$ cat src/rtl/bitlogic_pkg.sv
// Shared types for the bitlogic lane pipeline: operating modes, the per-lane
// stage-1 payload and the lane evaluation function.
package bitlogic_pkg;

  typedef enum logic [1:0] {
    MODE_COMPLETE = 2'd0,
    MODE_PARTIAL  = 2'd1,
    MODE_BCAST    = 2'd2,
    MODE_RSVD     = 2'd3
  } mode_e;

  // One lane's worth of stage-1 state; the full payload is an array of these.
  typedef struct packed {
    logic t;
    logic a;
    logic dsel;
    logic mask;
  } lane_t;

  localparam int LANE_BITS = $bits(lane_t);

  function automatic logic lane_eval(input lane_t l);
    return (l.a | (l.t ^ l.dsel)) & ~l.mask;
  endfunction

endpackage

$ cat src/rtl/bitlogic_lane_stage.sv
// Generic WIDTH-bit valid/ready pipeline register. When adv is high the stage
// takes in_vld, and captures d only when that incoming beat is valid.
module bitlogic_lane_stage #(
  parameter int WIDTH = 8
) (
  input  logic             clk,
  input  logic             rst,
  input  logic             adv,
  input  logic             in_vld,
  input  logic [WIDTH-1:0] d,
  output logic             vld,
  output logic [WIDTH-1:0] q
);

  // NOTE: registered state uses non-blocking assignments so every flop samples
  // pre-edge values; the payload is reset too so out_data starts at a known 0.
  always_ff @(posedge clk) begin
    if (rst) begin
      vld <= 1'b0;
      q   <= '0;
    end else if (adv) begin
      vld <= in_vld;
      if (in_vld) q <= d;
    end
  end

endmodule

$ cat src/rtl/bitlogic_lane_pipe.sv
// Two-stage pipelined per-bit logic unit: o[i] = a[i] | ((b[i] & ~c[i]) ^ dsel[i]),
// with partial/broadcast modes. Define BITLOGIC_PARITY_EN to add out_parity.
module bitlogic_lane_pipe
  import bitlogic_pkg::*;
#(
  parameter int               WIDTH     = 8,
  parameter logic [WIDTH-1:0] ZERO_MASK = WIDTH'(8'h08),
  parameter int               BCAST_IDX = 4,
  parameter int               CNT_W     = 16
) (
  input  logic             clk,
  input  logic             rst,
  input  logic             in_valid,
  output logic             in_ready,
  input  logic [1:0]       in_mode,
  input  logic [WIDTH-1:0] in_a,
  input  logic [WIDTH-1:0] in_b,
  input  logic [WIDTH-1:0] in_c,
  input  logic [WIDTH-1:0] in_d,
  output logic             out_valid,
  input  logic             out_ready,
  output logic [WIDTH-1:0] out_data,
  output logic [CNT_W-1:0] out_count,
`ifdef BITLOGIC_PARITY_EN
  output logic             out_parity,
`endif
  output logic             err_mode
);

  localparam int S1_W = WIDTH * LANE_BITS + 1;
`ifdef BITLOGIC_PARITY_EN
  localparam int S2_W = WIDTH + 1;
`else
  localparam int S2_W = WIDTH;
`endif

  typedef struct packed {
    lane_t [WIDTH-1:0] lanes;
    logic              mode3;
  } s1_payload_t;

  mode_e            mode;
  s1_payload_t      s1_d;
  s1_payload_t      s1_q;
  logic             s1_valid;
  logic             s2_valid;
  logic             s1_load;
  logic             s2_load;
  logic             s2_adv;
  logic [WIDTH-1:0] result;
  logic [S2_W-1:0]  s2_d;
  logic [S2_W-1:0]  s2_q;

  assign mode = mode_e'(in_mode);

  // Stage 2 empties on out_ready even with no new beat behind it, so its
  // valid advances on s2_adv while its data only loads on s2_load.
  assign s2_load  = s1_valid && (!s2_valid || out_ready);
  assign s2_adv   = !s2_valid || out_ready;
  assign s1_load  = !s1_valid || s2_load;
  assign in_ready = !s1_valid || !s2_valid || out_ready;

  // NOTE: combinational blocks assign a default first so no path can infer a latch.
  always_comb begin
    s1_d = '0;
    for (int i = 0; i < WIDTH; i++) begin
      s1_d.lanes[i].t    = in_b[i] & ~in_c[i];
      s1_d.lanes[i].a    = in_a[i];
      s1_d.lanes[i].dsel = (mode == MODE_BCAST) ? in_d[BCAST_IDX] : in_d[i];
      s1_d.lanes[i].mask = (mode == MODE_PARTIAL) && ZERO_MASK[i];
    end
    s1_d.mode3 = (mode == MODE_RSVD);
  end

  bitlogic_lane_stage #(.WIDTH(S1_W)) u_stage1 (
    .clk    (clk),
    .rst    (rst),
    .adv    (s1_load),
    .in_vld (in_valid),
    .d      (s1_d),
    .vld    (s1_valid),
    .q      (s1_q)
  );

  always_comb begin
    result = '0;
    for (int i = 0; i < WIDTH; i++) begin
      result[i] = lane_eval(s1_q.lanes[i]);
    end
  end

`ifdef BITLOGIC_PARITY_EN
  assign s2_d       = {^result, result};
  assign out_parity = s2_q[WIDTH];
`else
  assign s2_d = result;
`endif

  bitlogic_lane_stage #(.WIDTH(S2_W)) u_stage2 (
    .clk    (clk),
    .rst    (rst),
    .adv    (s2_adv),
    .in_vld (s1_valid),
    .d      (s2_d),
    .vld    (s2_valid),
    .q      (s2_q)
  );

  assign out_valid = s2_valid;
  assign out_data  = s2_q[WIDTH-1:0];

  always_ff @(posedge clk) begin
    if (rst) begin
      out_count <= '0;
      err_mode  <= 1'b0;
    end else begin
      if (out_valid && out_ready) out_count <= out_count + 1'b1;
      if (s2_load && s1_q.mode3)  err_mode  <= 1'b1;
    end
  end

endmodule

$ cat config.mk
export PLATFORM = sky130hd
export DESIGN_NAME = bitlogic_lane_pipe
export DESIGN_NICKNAME = d
export VERILOG_FILES = /design/src/rtl/bitlogic_pkg.sv /design/src/rtl/bitlogic_lane_stage.sv /design/src/rtl/bitlogic_lane_pipe.sv
export SDC_FILE = /design/constraint.sdc
export NUM_CORES = 1
export LEC_CHECK = 0
export BUFFER_PORTS_ARGS = -buffer_cell sky130_fd_sc_hd__buf_2
export CAP_MARGIN = 15
export CORE_MARGIN = 3
export CORE_UTILIZATION = 54
export CTS_BUF_LIST = sky130_fd_sc_hd__clkbuf_8 sky130_fd_sc_hd__clkbuf_16
export DETAILED_ROUTE_END_ITERATION = 8
export GPL_TIMING_DRIVEN = 0
export PLACE_DENSITY_LB_ADDON = 0.12
export SYNTH_ARGS = -nofsm -noshare
export SYNTH_HDL_FRONTEND = slang
export SYNTH_HIERARCHICAL = 1
export SYNTH_SLANG_ARGS = --single-unit
$ cat constraint.sdc
create_clock -name clk -period 1.8 [get_ports clk]
set_input_delay 0.45 -clock clk [delete_from_list [all_inputs] [get_ports clk]]
set_output_delay 0.45 -clock clk [all_outputs]
set_load 0.1 [all_outputs]
==> Word level (Yosys, flattened, before mapping) <==
Index checks and enable logic that the tools add are counted.
{ "op_classes": {"n_div": 0, "order_cmp": 0, "eq_ne": 3, "n_bitwise": 34, "reduce_logical": 11, "shifts": 0, "n_mul": 0, "muxes": 7, "add_sub_neg": 1} }
{ "op_table": {"columns": ["cell", "count"], "rows": [
  ["$add 16x1->16 const B", 1],
  ["$and 1x1->1", 9],
  ["$not 1->1", 9],
  ["$or 1x1->1", 8],
  ["$xor 1x1->1", 8],
  ["$mux 1", 7],
  ["$eq 2x2->1 const B", 2],
  ["$logic_or 1x1->1", 4],
  ["$reduce_and 2->1", 2],
  ["$logic_and 1x1->1", 3],
  ["$eq 2x1->1 const B", 1],
  ["$logic_not 1->1", 2]
]} }
{ "word_totals": {"wordCells": 62, "register_bits": 53, "output_inout_bits": 27, "mem_bits_rw": 0, "mem_count": 0, "rom_bits": 0, "latch_bits": 0} }

==> Logic depth before layout (Yosys ltp) <==
Gate-level depths: netlist of run 1.
{ "logic_depth": {"depth_word": 5, "mapped_depth": 6, "depth_no_buf": 5} }

==> Hierarchy <==
Netlist of run 1, hierarchy kept.
{ "modules_own_cells": {"columns": ["mod", "area_per_inst_um2", "n_inst", "cells_per_inst"], "rows": [
  ["bitlogic_lane_stage (u_stage1)", 1456.4, 1, 153],
  ["bitlogic_lane_pipe", 1037.2, 1, 136],
  ["bitlogic_lane_stage (u_stage2)", 404.1, 1, 40]
]} }

==> Least setup slack after synthesis of run 1 <==
OpenSTA, ideal clock, no wires.
{ "synth_timing": {"kind": "reg2out", "startpoint": "reg u_stage2.vld", "endpoint": "out in_ready", "t_arrival_ns": 2.003, "stages_incl_launch_ff": 3, "path_slack_ns": -0.653, "n_path_buf": 1, "path_cell_list": "dfxtp_1 > buf_2 > nand3b_1"} }
{ "synth_between": {"elab_chain_cells": 3} }
{ "synth_rtl": {"columns": ["element", "line_no", "source"], "rows": [
  ["from (decl)", "bitlogic_lane_stage.sv:11", "output logic vld,"],
  ["from (signal assigned)", "bitlogic_lane_stage.sv:22", "vld <= in_vld;"],
  ["$logic_not 1->1", "bitlogic_lane_pipe.sv:61", "assign in_ready = !s1_valid || !s2_valid || out_ready;"],
  ["$logic_or 1x1->1 (2 in series)", "bitlogic_lane_pipe.sv:61", null],
  ["to (decl)", "bitlogic_lane_pipe.sv:14", "output logic in_ready,"]
]} }
No other way between the ends.

==> Worst setup path in the final report of run 1 <==
Same ends and word-level chain as after synthesis.

==> impl_metrics.toml, run 1 <==
[global_routing]
grt_pass1_vias = 2448
gr-total-overflow = 0
grt_pass1_wl_um = 11000
grt_util_all_layers_pct = 22.2
antenna_found_initial = 0
grt_max_degree = 11

[floorplan]
dieHeight_um = 79.3
rows = 26
core_area_mm2 = 0.00514
start_util_pct = 56.4
num_io_pins = 65
die_w_um = 79.3
die_area_mm2 = 0.00628

[hold_path]
worstHoldStart = "in_a[4]"
holdCritPathClass = "input pin to flip-flop"

[synthesis]
yosys_register_bits = 60
synth_cell_types = 34
syn_inst = 329
yosys.area.top_type_share_pct = 41.5
yosysWarningCount = 6
ys_async_sr_fraction_pct = 0
synthTopCellsByCount = "60 x dfxtp_1, 46 x nand3_1, 43 x a21oi_1, 34 x a21bo_1, 32 x nor2_1"
syn_avg_cell_area_um2 = 8.81
yosysSeqAreaShare_pct = 41.5
synth-edff-count = 0
synth.area.top_cells = "dfxtp_1 41%, a21bo_1 12%, nand3_1 7.9%, a21oi_1 7.4%, xor2_1 5.7%"
synth.cell_area_mm2 = 0.00290
yosysMostFrequentCell = "dfxtp_1"
ys.flop_type = "dfxtp_1"
synth_area_leader_cell = "dfxtp_1"

[job]
cap_violations = 0

[routing]
drt_iter0_markers = 88
drc = 0
antenna_left = 0
wl_um = 6460
wl_per_cell_um = 13.4
vias = 2533
drt-pass1-iter-count = 5
via_per_inst = 5.26

[power_and_ir_drop]
p_leak_nw = 1.57
powerDensity_mw_per_mm2 = 839
ir_drop_mv = 0.484

[place]
dpl-instance-area_mm2 = 0.00334
place_congestion = 0.829
pre_cts_ws_ns = 0.169
portBuffers = 62
dpl.hpwl_um = 4650

[clocking]
cts_buffers = 9
ctsLongestPathBuffers = 2
worstSkewPairLatency_ns = 0.34
cts_setup_buffers = 0
path_clk_slew_ns = 0.07
tritoncts = "built"
root_buffer = "clkbuf_8"
cts_num_sinks = 60
htreeDepth = 3

[layout]
num_antenna_cells = 0
area_growth_pct = 21.9
post-route-util_pct = 68.7
fin_nets = 447
design_area_mm2 = 0.00353
drive_gt1_share_pct = 27.7

[critical_path]
crit_required_ns = 1.35
critical_path_class = "flip-flop to output port"
start_kind = "flip-flop"
r2r-start = "u_stage2/vld$_SDFFE_PP0P_"
cp_max_fo = 9
arrival_ns = 1.25
cp-end-kind = "output port"
startpoint = "u_stage2/vld$_SDFFE_PP0P_"

[outcome]
status = "complete, no violations"

[sta]
hold_viol = 0
max_freq_mhz = 588
period_share_pct = 94.5
fin_skew_ns = 0.00861
fin_setup_tns_ns = 0
setup_ws_ns = 0.0992
final_max_slew_viol_count = 0
finalCriticalPeriod_ns = 1.70
rsz0062_at_grt = "no"
hold_ws_ns = 0.375
setup_violations = 0
-- where the power goes --
group | internal [mW] | leakage [nW] | switching [mW]
clock | 0.695 | 0.108 | 0.495
combinational | 0.141 | 0.968 | 0.225
sequential | 1.38 | 0.496 | 0.0294
total | 2.21 | 1.57 | 0.749
-- cell usage in the layout, fill, tap and decap left out, drive strengths merged, types with 4 or more instances in the layout --
cell / netlist / final
buf: 19 / 81
dfxtp: 60 / 60
nand3: 46 / 46
a21oi: 44 / 44
a21bo: 41 / 41
nor2: 32 / 32
xor2: 19 / 19
clkbuf: 7 / 18
nand2: 12 / 12
nor2b: 9 / 9
o21ai: 9 / 9
nand4: 9 / 9
conb: 1 / 7
and4: 4 / 4
-- path summary, 6_finish.rpt --
check             cells past startpoint  slack (ns)                          end
hold reg to reg                       2        0.49   out_count[15]$_SDFFE_PP0P_
setup / recovery                      3         0.1                     in_ready
hold / removal                        3        0.38  u_stage1/q[19]$_SDFFE_PP0P_
setup reg to reg                      5        0.27   out_count[15]$_SDFFE_PP0P_
-- critical path, stage by stage (launching register included) --
cell	delay [ns]
dfxtp_4	0.35
buf_2	0.17
nand3b_1	0.10
buf_4	0.29
-- registers in the layout, indices dropped and copies added, names as in the netlist --
name,flops
u_stage2/vld,1
u_stage1/q,33
err_mode,1
u_stage1/vld,1
out_count,16
u_stage2/q,8
-- routing by layer --
metal | vias up | global-route usage (%) | share of wire (%)
met5 | - | 0 | 0
met4 | 0 | 9.28 | 1.6
li1 | 1301 | - | -
met2 | 65 | 36.8 | 48
met3 | 12 | 5.10 | 4.7
met1 | 1155 | 27.7 | 45
-- cell families after synthesis --
family	count (synthesis)	synth area share, %
compound gates	95	23.7
xor+xnor	21	6.35
fa+ha+maj	1	0.432
buf+inv	27	5.66
flops	60	41.5
mux	2	0.691
other cells	1	0.129
simple gates	122	21.6
-- per-stage QoR --
step	std cells	power, mW
finish	482	2.96
global route	482	3.09
CTS	482	2.99
detailed placement	467	1.80
global placement	467	1.80
floorplan	335	1.70
-- cell type report --
class | instances | area [µm²]
Tap cell | 70 | 87.6
Buffer | 26 | 160
Timing Repair Buffer | 62 | 313
Clock inverter | 4 | 42.5
Clock buffer | 11 | 151
Multi-Input combinational cell | 248 | 1560
Inverter | 1 | 3.75
Sequential cell | 60 | 1220
Fill cell | 458 | 1610
-- timing repair --
item,4_1_cts,5_1_grt
endpoints found under the setup margin,1,0
gates resized for setup,1,0
hold buffers,0,0
(Power assumes the default switching activity.)
==> run 2, diff against run 1 <==
Settings changed: ABC_AREA from default to 1, CORE_UTILIZATION 54 to 58.
Clock period 1.8 ns to 2.1 ns, I/O delays scaled along.
==> run 2 against run 1 <==
Total power down 13%. Highest routed layer unchanged. Largest cell class unchanged. Register-to-register slack better by 0.50 ns. Non-clock buffer count shrank 12. Setup slack better by 0.22 ns.
==> impl_metrics.toml, run 2 <==
[synthesis]
syn_inst = 447
yosysWarningCount = 6
yosys.area.top_type_share_pct = 40.9
ys.flop_type = "dfxtp_1"
yosysMostFrequentCell = "nand2_1"
yosysSeqAreaShare_pct = 40.9
yosys_register_bits = 60
synth.cell_area_mm2 = 0.00294
synth_cell_types = 29
synth_area_leader_cell = "dfxtp_1"
synthTopCellsByCount = "112 x nand2_1, 108 x nor2_1, 78 x inv_1, 60 x dfxtp_1, 11 x o21ai_0"
syn_avg_cell_area_um2 = 6.58
ys_async_sr_fraction_pct = 0
synth.area.top_cells = "dfxtp_1 41%, nand2_1 14%, nor2_1 14%, inv_1 10%, xor2_1 2.7%"
synth-edff-count = 0

[layout]
multi_input_area_mm2 = 0.00138
fin_nets = 567
reg.largest.list = "u_stage1/q x33, out_count x16, u_stage2/q x8"
final_common_cell = "nand2_1"
post-route-util_pct = 73.8
instances_no_fill = 600
largest_reg_flops = 33
top_register = "u_stage1/q"
fillers = 433
drive_gt1_share_pct = 20.5
final_cell_mix = "112 x nand2_1, 108 x nor2_1, 81 x inv_1, 71 x buf_2, 59 x dfxtp_1"
num_antenna_cells = 0
area_growth_pct = 20.9
register_area_mm2 = 0.00120

[global_routing]
grt_max_degree = 12
grt_util_all_layers_pct = 22.3
antenna_found_initial = 0
gr-total-overflow = 0
grt_pass1_vias = 2477
grt_pass1_wl_um = 10800

[job]
cap_violations = 0

[clocking]
cts_hold_buffers = 0
cts_buffers = 9
ctsLongestPathBuffers = 2
tritoncts = "built"
postCtsResizedCells = 0
cts_num_sinks = 60
path_clk_slew_ns = 0.06
worstSkewPairLatency_ns = 0.32
cts_setup_buffers = 0
root_buffer = "clkbuf_8"
htreeDepth = 3

[critical_path]
cp-end-kind = "output port"
crit_buf_inv = 1
critical_path_class = "flip-flop to output port"
cp_max_fo = 6
crit_chain = "buf_2"
r2r_slack_ns = 0.77
cp_slowest_stage_delay_ns = 0.48
crit_required_ns = 1.57
crit_family = "buffers and inverters"
arrival_ns = 1.26
slowest_stage = "buf_2"
start_kind = "flip-flop"

[floorplan]
rows = 25
die_w_um = 77.2
dieHeight_um = 77.2
start_util_pct = 61.0
core_area_mm2 = 0.00482
num_io_pins = 65
die_area_mm2 = 0.00596

[routing]
drt_iter0_markers = 191
drc = 0
drt-pass1-iter-count = 6
wl_um = 6190
wl_per_cell_um = 10.3
antenna_left = 0
vias = 2734
via_per_inst = 4.56

[power_and_ir_drop]
powerDensity_mw_per_mm2 = 727
ir_drop_mv = 0.428
p_leak_nw = 2.00

[sta]
setup_violations = 0
rsz0062_at_grt = "no"
fin_setup_tns_ns = 0
fin_skew_ns = 0.00719
period_share_pct = 84.9
final_max_slew_viol_count = 0
hold_viol = 0
hold_ws_ns = 0.421
max_freq_mhz = 561
finalCriticalPeriod_ns = 1.78

[place]
dp.cells = 584
portBuffers = 64
dpl.hpwl_um = 4400
place_congestion = 0.850

[hold_path]
holdCritPathClass = "input pin to flip-flop"

[outcome]
status = "complete, no violations"
==> run 2: cell count changes after synthesis, sizes merged, moves of 34 or more <==
cell	before	now
nor2	32	115
nand2	12	117
inv	1	78
a21oi	44	10
nand3	46	11
a21bo	41	0
==> run 2: logic make-up (layout without fill, tap and decap cells) <==
logic type,Yosys count,after routing,synth area share [%]
adder cells (fa/ha/maj),1,1,0.425
AND/OR/NAND/NOR,248,248,35.0
buffers and inverters,91,171,13.2
AO/OA/AOI/OAI,36,36,7.45
flip-flops,60,60,40.9
XOR/XNOR,10,10,2.98
other,1,7,0.128
==> run 2: final timing paths <==
path / depth (start not counted) / end / startpoint
setup / recovery: 1 / out_count[2] / out_count[2]$_SDFFE_PP0P_
hold / removal: 3 / u_stage1/q[19]$_SDFFE_PP0P_ / in_a[4]
setup reg to reg: 7 / out_count[8]$_SDFFE_PP0P_ / out_count[0]$_SDFFE_PP0P_
hold reg to reg: 2 / err_mode$_SDFFE_PP0P_ / err_mode$_SDFFE_PP0P_
==> run 2: cell type report <==
type	instances	area share, %
Inverter	79	8.34
Multi-Input combinational cell	302	38.8
Tap cell	67	2.36
Sequential cell	60	33.8
Buffer	12	2.57
Clock buffer	12	4.65
Timing Repair Buffer	64	9.01
Clock inverter	4	0.458
==> run 2: metal layers <==
metal / GRT usage, % / part of all wire, % / vias up
met5: 0 / 0 / -
met4: 9.07 / 1.2 / 0
met3: 3.87 / 5.6 / 7
met2: 35.0 / 44 / 80
met1: 30.2 / 49 / 1177
li1: - / - / 1470
==> run 2: stage by stage <==
stage,cell area (µm²),total power [mW],setup slack (ns)
finish,3550,2.58,0.317
global route,3550,2.71,0.267
CTS,3550,2.61,0.302
detailed placement,3370,1.68,0.397
global placement,3370,1.67,0.400
floorplan,2970,1.58,0.112
==> run 2: where the power goes <==
group	leakage, nW	internal (mW)	switching (mW)
Clock	0.106	0.510	0.413
Sequential	0.494	1.20	0.0357
Combinational	1.40	0.136	0.289
Total	2.00	1.85	0.738
==> run 3, diff against run 2 <==
Settings changed: ABC_AREA 1 to 0, CORE_UTILIZATION 58 to 49.
Clock period 2.1 ns to 1.6 ns, I/O delays scaled along.
==> run 3 against run 2 <==
Non-clock buffer count grew 12. Critical endpoint is now out_count[12]. Largest power group unchanged. Largest cell class unchanged. Routed wire length is 6.3% higher. Critical path depth stayed put.
==> impl_metrics.toml, run 3 (synthesized netlist as in run 1, its figures left out) <==
[layout]
largest_reg_flops = 33
final_common_cell = "buf_2"
post-route-util_pct = 63.8
fin_nets = 447
num_antenna_cells = 0
reg.largest.list = "u_stage1/q x33, out_count x16, u_stage2/q x8"
final_cell_mix = "63 x buf_2, 46 x nand3_1, 44 x dfxtp_1, 43 x a21oi_1, 34 x a21bo_1"
drive_gt1_share_pct = 29.1
instances_no_fill = 485
area_growth_pct = 23.5
top_register = "u_stage1/q"

[global_routing]
grt_pass1_vias = 2442
grt_pass1_wl_um = 11100
grt_max_degree = 11
grt_util_all_layers_pct = 19.6
grt_use_met2_pct = 31.2
antenna_found_initial = 0
gr-total-overflow = 0
use_met3_pct = 3.87
met1_usage_pct = 25.7
busiest_layer = "met2"

[critical_path]
start_kind = "flip-flop"
cp_slowest_stage_delay_ns = 0.44
r2r_cells = 5
critical_path_class = "flip-flop to output port"
r2r-start = "out_count[0]$_SDFFE_PP0P_"
arrival_ns = 1.14
cp_max_fo = 5
r2r_end = "out_count[14]$_SDFFE_PP0P_"
crit_family = "buffers and inverters"
slowest_stage = "buf_2"
crit_required_ns = 1.20
cp-end-kind = "output port"
crit_buf_inv = 1
crit_chain = "buf_2"
r2r_slack_ns = 0.14

[sta]
fin_skew_ns = 0.00659
fin_setup_tns_ns = 0
finalCriticalPeriod_ns = 1.54
hold_viol = 0
worstMarginPinSlew_ns = 0.532
final_max_slew_viol_count = 0
rsz0062_at_grt = "no"
slew_headroom_pct = 64.5
period_share_pct = 96.5
setup_violations = 0
max_freq_mhz = 648

[job]
cap_violations = 0

[routing]
antenna_left = 0
wl_per_cell_um = 13.6
drc = 0
drt-pass1-iter-count = 4
drt_iter0_markers = 98
vias = 2559
wl_um = 6580
via_per_inst = 5.28

[clocking]
cts_setup_buffers = 0
root_buffer = "clkbuf_8"
path_clk_slew_ns = 0.07
cts_num_sinks = 60
cts_buffers = 9
cts_hold_buffers = 0
ctsLongestPathBuffers = 2
worstSkewPairLatency_ns = 0.33
htreeDepth = 3
tritoncts = "built"

[floorplan]
die_w_um = 82.9
core_area_mm2 = 0.00561
num_io_pins = 65
rows = 27
start_util_pct = 51.7
dieHeight_um = 82.9
die_area_mm2 = 0.00687

[power_and_ir_drop]
powerDensity_mw_per_mm2 = 910
p_leak_nw = 1.57
finalPower_mw = 3.26
ir_drop_mv = 0.505

[hold_path]
worstHoldStart = "rst"
holdCritPathClass = "input pin to flip-flop"
min_path_cells = 2
hold_path_end = "u_stage1/q[31]$_SDFFE_PP0P_"

[place]
portBuffers = 62
dpl.hpwl_um = 4650
place_congestion = 0.741
dp.cells = 469

[outcome]
status = "complete, no violations"
==> run 3: cell count changes in the layout (fill, tap and decap cells not counted), moves of 9 or more <==
| cell | change |
|---|---|
| nor2b_1 | +9 |
| nand2_1 | -100 |
| o21bai_1 | -9 |
| dfxtp_4 | +12 |
| nor2_1 | -76 |
| inv_1 | -78 |
| a21oi_1 | +35 |
| a21bo_1 | +34 |
| dfxtp_1 | -15 |
| nand3_1 | +39 |
| xor2_1 | +10 |
==> run 3: final cells by class <==
cell class              count  area [µm²]
clock inverters             7        60.1
multi-input cells         248        1560
fillers                   519        2030
plain buffers              26         166
inverters                   1        3.75
repair buffers             62         322
clock buffers               9         124
flip-flops and latches     60        1250
well taps                  72        90.1
==> run 3: worst max-delay path by stage <==
stage / endpoint / startpoint / cells past startpoint / slack [ns]
CTS: out_count[0] / out_count[0]$_SDFFE_PP0P_ / 1 / 0.002
finish: out_count[12] / out_count[12]$_SDFFE_PP0P_ / 1 / 0.06
global route: out_count[14]$_SDFFE_PP0P_ / out_count[0]$_SDFFE_PP0P_ / 5 / 0.008
floorplan: in_ready / u_stage2/vld$_SDFFE_PP0P_ / 2 / -0.22
global placement: out_count[15]$_SDFFE_PP0P_ / out_ready / 5 / 0.05
detailed placement: u_stage1/q[6]$_SDFFE_PP0P_ / out_ready / 5 / 0.009
==> run 3: timing repair <==
action,in CTS,in global routing
cloned,0,0
endpoints found under the setup margin,1,4
gates resized for setup,1,4
==> run 3: report_power, final <==
group | internal, mW | switching [mW] | leakage [nW]
clock network | 0.699 | 0.576 | 0.101
registers | 1.53 | 0.0336 | 0.501
logic | 0.161 | 0.255 | 0.969
==> run 3: metrics by stage <==
step | hold WS, ns | area, µm² | setup WS [ns]
after global routing | 0.303 | 3580 | 0.00799
after global placement | 0.456 | 3380 | 0.0509
after floorplan | 0.474 | 2980 | -0.224
after CTS | 0.299 | 3560 | 0.00238
after detailed placement | 0.467 | 3380 | 0.00905
final | 0.330 | 3580 | 0.0556
==> run 3: routing by layer <==
layer	vias up	routed length, µm
met5	-	0
li1	1306	-
met2	51	3130
met4	0	26
met3	2	298
met1	1200	3120
